`config.mk`:
```
export PLATFORM = sky130hd
export DESIGN_NAME = gene_timer_flat
export DESIGN_NICKNAME = d
export VERILOG_FILES = /design/src/rtl/gene_timer_if.sv /design/src/rtl/gene_timer.sv /design/src/flat_wrapper.sv
export SDC_FILE = /design/constraint.sdc
export NUM_CORES = 1
export LEC_CHECK = 0
export ABC_CLOCK_PERIOD_IN_PS = 4000
export BUFFER_PORTS_ARGS = -buffer_cell sky130_fd_sc_hd__clkbuf_2
export CAP_MARGIN = 10
export CORE_MARGIN = 1
export CORE_UTILIZATION = 35
export CTS_CLUSTER_DIAMETER = 40
export DETAILED_ROUTE_END_ITERATION = 10
export SLEW_MARGIN = 5
export SYNTH_ARGS = -nofsm -noshare
export SYNTH_HDL_FRONTEND = slang
export SYNTH_SLANG_ARGS = --single-unit
```
`constraint.sdc`:
```
create_clock -name clk -period 4 [get_ports clk]
set_input_delay 0.4 -clock clk [delete_from_list [all_inputs] [get_ports clk]]
set_output_delay 0.4 -clock clk [all_outputs]
set_load 0.05 [all_outputs]
```
`src/rtl/gene_timer_if.sv`:
```
// Generation request handshake between gene_timer (master) and the spawner (slave).
interface gene_timer_if;
  localparam int unsigned LANE_W = 2;

  logic              gene_req;
  logic [LANE_W-1:0] gene_lane;
  logic              gene_ack;

  modport master (output gene_req, output gene_lane, input gene_ack);
  modport slave  (input gene_req, input gene_lane, output gene_ack);
endinterface

```
`src/rtl/gene_timer.sv`:
```
// gene_timer: turns the gene_time period into periodic block-generation
// requests with a lane, handshaken req/ack, plus a saturating overrun count.
// Optional feature macro GENE_LFSR_EN: lanes come from an 8-bit Fibonacci
// LFSR (x^8+x^6+x^5+x^4+1) seeded with LFSR_SEED; otherwise round-robin 0..3.
module gene_timer #(
  parameter int unsigned OVR_W     = 8,
  parameter logic [7:0]  LFSR_SEED = 8'hA5
) (
  input  logic             clk,
  input  logic             rst_n,
  input  logic             i_en,
  input  logic             i_pause,
  input  logic [31:0]      i_gene_time,
  gene_timer_if.master     gif,
  output logic [OVR_W-1:0] o_overrun
);
  localparam int unsigned CNT_W      = 32;
  localparam int unsigned SRC_W      = 8;
  localparam logic [CNT_W-1:0] PERIOD_RST = 32'h0003_0D3F;

`ifdef GENE_LFSR_EN
  localparam logic [SRC_W-1:0] SRC_RST = LFSR_SEED;
`else
  // Round-robin starts at lane 0; upper seed bits ride along and never affect lane order.
  localparam logic [SRC_W-1:0] SRC_RST = {LFSR_SEED[7:2], 2'b00};
`endif

  logic [CNT_W-1:0] r_cnt;
  logic [CNT_W-1:0] r_period_q;
  logic [SRC_W-1:0] r_lane_src;
  logic             r_req;
  logic [1:0]       r_lane;
  logic [OVR_W-1:0] r_overrun;

  logic             w_expiry;
  logic             w_issue;
  logic             w_lost;
  logic             w_retire;
  logic [SRC_W-1:0] w_src_next;
  logic [1:0]       w_lane_new;

  assign w_expiry = i_en && !i_pause && (r_cnt == r_period_q);
  assign w_issue  = w_expiry && (!r_req || gif.gene_ack);
  assign w_lost   = w_expiry && r_req && !gif.gene_ack;
  assign w_retire = !w_expiry && r_req && gif.gene_ack;

  // Next lane source and the lane a new request would carry.
  always_comb begin
    w_src_next = r_lane_src;
    w_lane_new = r_lane_src[1:0];
`ifdef GENE_LFSR_EN
    w_src_next = {r_lane_src[6:0],
                  r_lane_src[7] ^ r_lane_src[5] ^ r_lane_src[4] ^ r_lane_src[3]};
    w_lane_new = w_src_next[1:0];
`else
    w_src_next = {r_lane_src[7:2], r_lane_src[1:0] + 2'd1};
    w_lane_new = r_lane_src[1:0];
`endif
  end

  // Period counter; the period is re-latched only while idle or at expiry.
  always_ff @(posedge clk or negedge rst_n) begin
    if (!rst_n) begin
      r_cnt      <= '0;
      r_period_q <= PERIOD_RST;
    end else if (!i_en) begin
      r_cnt      <= '0;
      r_period_q <= i_gene_time;
    end else if (!i_pause) begin
      if (r_cnt == r_period_q) begin
        r_cnt      <= '0;
        r_period_q <= i_gene_time;
      end else begin
        r_cnt <= r_cnt + CNT_W'(1);
      end
    end
  end

  // Request/ack handshake and lane selection; at most one request outstanding.
  always_ff @(posedge clk or negedge rst_n) begin
    if (!rst_n) begin
      r_req      <= 1'b0;
      r_lane     <= '0;
      r_lane_src <= SRC_RST;
    end else if (!i_en) begin
      r_req <= 1'b0;
    end else if (w_issue) begin
      r_req      <= 1'b1;
      r_lane     <= w_lane_new;
      r_lane_src <= w_src_next;
    end else if (w_retire) begin
      r_req <= 1'b0;
    end
  end

  // Saturating count of expiries lost to a still-pending request.
  always_ff @(posedge clk or negedge rst_n) begin
    if (!rst_n) begin
      r_overrun <= '0;
    end else if (w_lost && (r_overrun != {OVR_W{1'b1}})) begin
      r_overrun <= r_overrun + OVR_W'(1);
    end
  end

  assign gif.gene_req  = r_req;
  assign gif.gene_lane = r_lane;
  assign o_overrun     = r_overrun;
endmodule

```
`src/flat_wrapper.sv`:
```
// flat-port wrapper written by rule: the top's interface ports become plain ports
module gene_timer_flat 
#(
  parameter int unsigned OVR_W     = 8,
  parameter logic [7:0]  LFSR_SEED = 8'hA5
)
  (clk, rst_n, i_en, i_pause, i_gene_time, o_overrun, gif_gene_req, gif_gene_lane, gif_gene_ack);
  gene_timer_if gif_i ();
  input  logic clk;
  input  logic rst_n;
  input  logic i_en;
  input  logic i_pause;
  input  logic [31:0] i_gene_time;
  output logic [OVR_W-1:0] o_overrun;
  output wire logic [$bits(gif_i.gene_req)-1:0] gif_gene_req;
  output wire logic [$bits(gif_i.gene_lane)-1:0] gif_gene_lane;
  input wire logic [$bits(gif_i.gene_ack)-1:0] gif_gene_ack;
  assign gif_gene_req = gif_i.gene_req;
  assign gif_gene_lane = gif_i.gene_lane;
  assign gif_i.gene_ack = gif_gene_ack;
  gene_timer #(.OVR_W(OVR_W), .LFSR_SEED(LFSR_SEED)) u_core (.clk(clk), .rst_n(rst_n), .i_en(i_en), .i_pause(i_pause), .i_gene_time(i_gene_time), .gif(gif_i), .o_overrun(o_overrun));
endmodule
```
==> flow_metrics.tcl <==
set metrics [dict create \
    antennaDiodeCount 0 \
    cp_common_cell "buf_4" \
    cp.arrival_ns 2.91 \
    crit_start "u_core.r_cnt[20]$_DFFE_PN0P_" \
    grtUsageTotal 0.147 \
    crit_required_ns 4.23 \
    period_minus_slack_ns 2.68 \
    clock-sinks 77 \
    cp_top_family "buffers and inverters" \
    hpwl_mm 5.14 \
    crit_buf_inv 2 \
    cp.depth 7 \
    slew_headroom 0.358 \
    cts.repair.resized 0 \
    h-tree-depth 3 \
    port_buffers 47 \
    final_cell_mix "dfrtp_1, xor2_1, clkbuf_2" \
    coreArea_sq_um 10500 \
    path_cells "xor2_1 -> nor4_1 -> nand4_1 -> buf_4 -> o31ai_4 -> buf_4 -> mux2_2" \
    overflow 0 \
    antenna_found_initial 0 \
    synth_nets 380 \
    die_h_um 106 \
    timing.final.ws_setup_ns 1.32 \
    crit_type "reg -> reg" \
    critPathLaunchType "register" \
    post-route-util 0.421 \
    p_leak_nw 1.97 \
    avgSynthCellArea_sq_um 11.2 \
    wl_per_cell_um 13.9 \
    drive_above_1_share 0.278 \
    drv_slew 0 \
    ys_seq_elements 77 \
    syn_area_sq_um 3820 \
    areaGrowthSynthToFinish_pct 15.3 \
    dp.cells 515 \
    hold_viol 0 \
    routed_via_density 4.92 \
    fin_worst_skew_ns 0.00997 \
    clk_pin_slew_ns 0.08 \
    p_per_area_nw_per_um2 367 \
    cts_setup_buffers 0 \
    hold_buffers 0 \
    max_stage_delay_ns 0.52 \
    drc 0 \
    synth_cells 341 \
    dr.pass1.iters 4 \
    cts_buffer_depth 2 \
    worst_pin_slew_ns 0.962 \
    status "complete, no violations" \
    num-nets-final 429 \
    finalSetupTns_ns 0 \
    final_cells 531 \
    drt_wl_total_mm 7.36 \
    yosys.area.top_type "dfrtp_1" \
    antenna_left 0 \
    vdd_ir_drop_max_v 0.000188 \
    die_w_um 106 \
    cap_violations 0 \
    place_congestion 0.783 \
    dieArea_sq_um 11300 \
    vias 2613 \
    setup_viol 0 \
    ff2ff_path_depth 7 \
    dpl_worst_slack_ns 1.34 \
    drtIter0Drc 146 \
    hp-class "in -> async" \
    grt_max_degree 78 \
    yosysWarnings 0 \
    root_buffer "clkbuf_8" \
    io_pins 48 \
    rsz0062_at_grt "no" \
    synth_cell_types 37 \
    rows 37 \
    clk_latency_ns 0.34 \
    grt_pass1_wl_mm 12.8 \
    maxClockFrequency_ghz 0.373 \
    cts_buffers 9 \
    finalCritPeriodShare 0.669 \
    reg2reg_from "u_core.r_cnt[20]$_DFFE_PN0P_" \
    synthTopCellsByArea "dfrtp_1, xor2_1, mux2_2" \
    cp-end-kind "register" \
    grt_pass1_vias 2650 \
    crit_slowest_cell "buf_4" \
    yosysTopAreaCellShare 0.432 \
    start_util 0.365 \
    yosysSeqAreaShare 0.508 \
    cp_max_fo 53 \
    final_common_cell "dfrtp_1" \
    cts_tree "yes" \
]
[area by class of cell]
| cell class | count | area, sq um |
|---|---|---|
| Fill cell | 1034 | 6060 |
| Sequential cell | 77 | 1940 |
| Multi-Input combinational cell | 248 | 1790 |
| Timing Repair Buffer | 51 | 268 |
| Tap cell | 136 | 170 |
| Clock buffer | 12 | 155 |
| Clock inverter | 4 | 70.1 |
| Inverter | 3 | 11.3 |
[metal layers]
metal	track usage	vias to the layer above	routed length, um
li1	-	1275	-
met1	0.192	1283	3430
met2	0.226	51	3460
met3	0.0570	4	395
met4	0.0401	0	69
met5	0	-	0
[cell usage after synthesis (all sizes together)]
library cell	count
dfrtp	66
xor2	46
nor2	36
mux2	35
xnor2	23
nand2	19
nor3	17
nor4	16
nand3	15
dfstp	11
clkbuf	7
nand4	7
buf	6
and4	5
a21boi	3
and2	3
inv	3
and3b	2
ha	2
nand2b	2
nor2b	2
nor3b	2
nor4b	2
o21ai	2
o31ai	2
a21oi	1
a41oi	1
and3	1
nand4b	1
o21a	1
o22ai	1
or4	1
[cell families (layout without fill, tap and decap cells)]
| logic type | Yosys count | after routing | synth area share |
|---|---|---|---|
| adders and majority gates | 2 | 2 | 0.00655 |
| buffers and inverters | 16 | 70 | 0.0239 |
| and+or+nand+nor | 131 | 131 | 0.177 |
| DFF | 77 | 77 | 0.508 |
| xor gates and xnor gates | 69 | 69 | 0.158 |
| AOI/OAI and AO/OA | 11 | 11 | 0.0232 |
| muxes | 35 | 35 | 0.103 |
[through the flow]
| stage | hold WS [ns] | total power, mW | cell area, sq um |
|---|---|---|---|
| global placement | 0.452 | 0.981 | 4180 |
| finish | 0.203 | 1.62 | 4400 |
| CTS | 0.241 | 1.65 | 4400 |
| floorplan | 0.104 | 0.931 | 3820 |
| global route | 0.251 | 1.70 | 4400 |
| detailed placement | 0.453 | 0.985 | 4180 |
[path summary, 6_finish.rpt]
kind / endpoint / slack, ns
worst max-delay path: u_core.r_period_q[12]$_DFFE_PN0P_ / 1.32
worst min-delay path: u_core.r_period_q[25]$_DFFE_PN0P_ / 0.20
worst max register to register: u_core.r_period_q[12]$_DFFE_PN0P_ / 1.32
worst min register to register: u_core.r_lane_src[1]$_DFFE_PN0P_ / 0.47
max in group asynchronous: u_core.r_period_q[14]$_DFFE_PN0P_ / 3.18
min in group clk: u_core.r_period_q[13]$_DFFE_PN0P_ / 0.28
[state kept, by name, summed over array words and instances (netlist names)]
signal and cells:
u_core.r_period_q 32, u_core.r_lane_src 2, u_core.o_overrun 8, u_core.gif.gene_lane 2
u_core.r_cnt 32, u_core.gif.gene_req 1
[where the power goes]
part / internal (mW) / switching [mW] / leakage, nW
Combinational: 0.0596 / 0.0586 / 0.863
Sequential: 0.822 / 0.0256 / 0.987
Clock: 0.384 / 0.268 / 0.116
Total: 1.26 / 0.353 / 1.97
[worst reg2reg max path, delay by kind of cell (launching register included)]
family	cells	cell delay, ns
AO/OA/AOI/OAI	1	0.17
XOR/XNOR	1	0.18
buffers and inverters	2	0.74
flip-flops	1	0.43
multiplexers	1	0.46
AND/OR/NAND/NOR	2	0.60
Power figures use the tool's default switching activity.
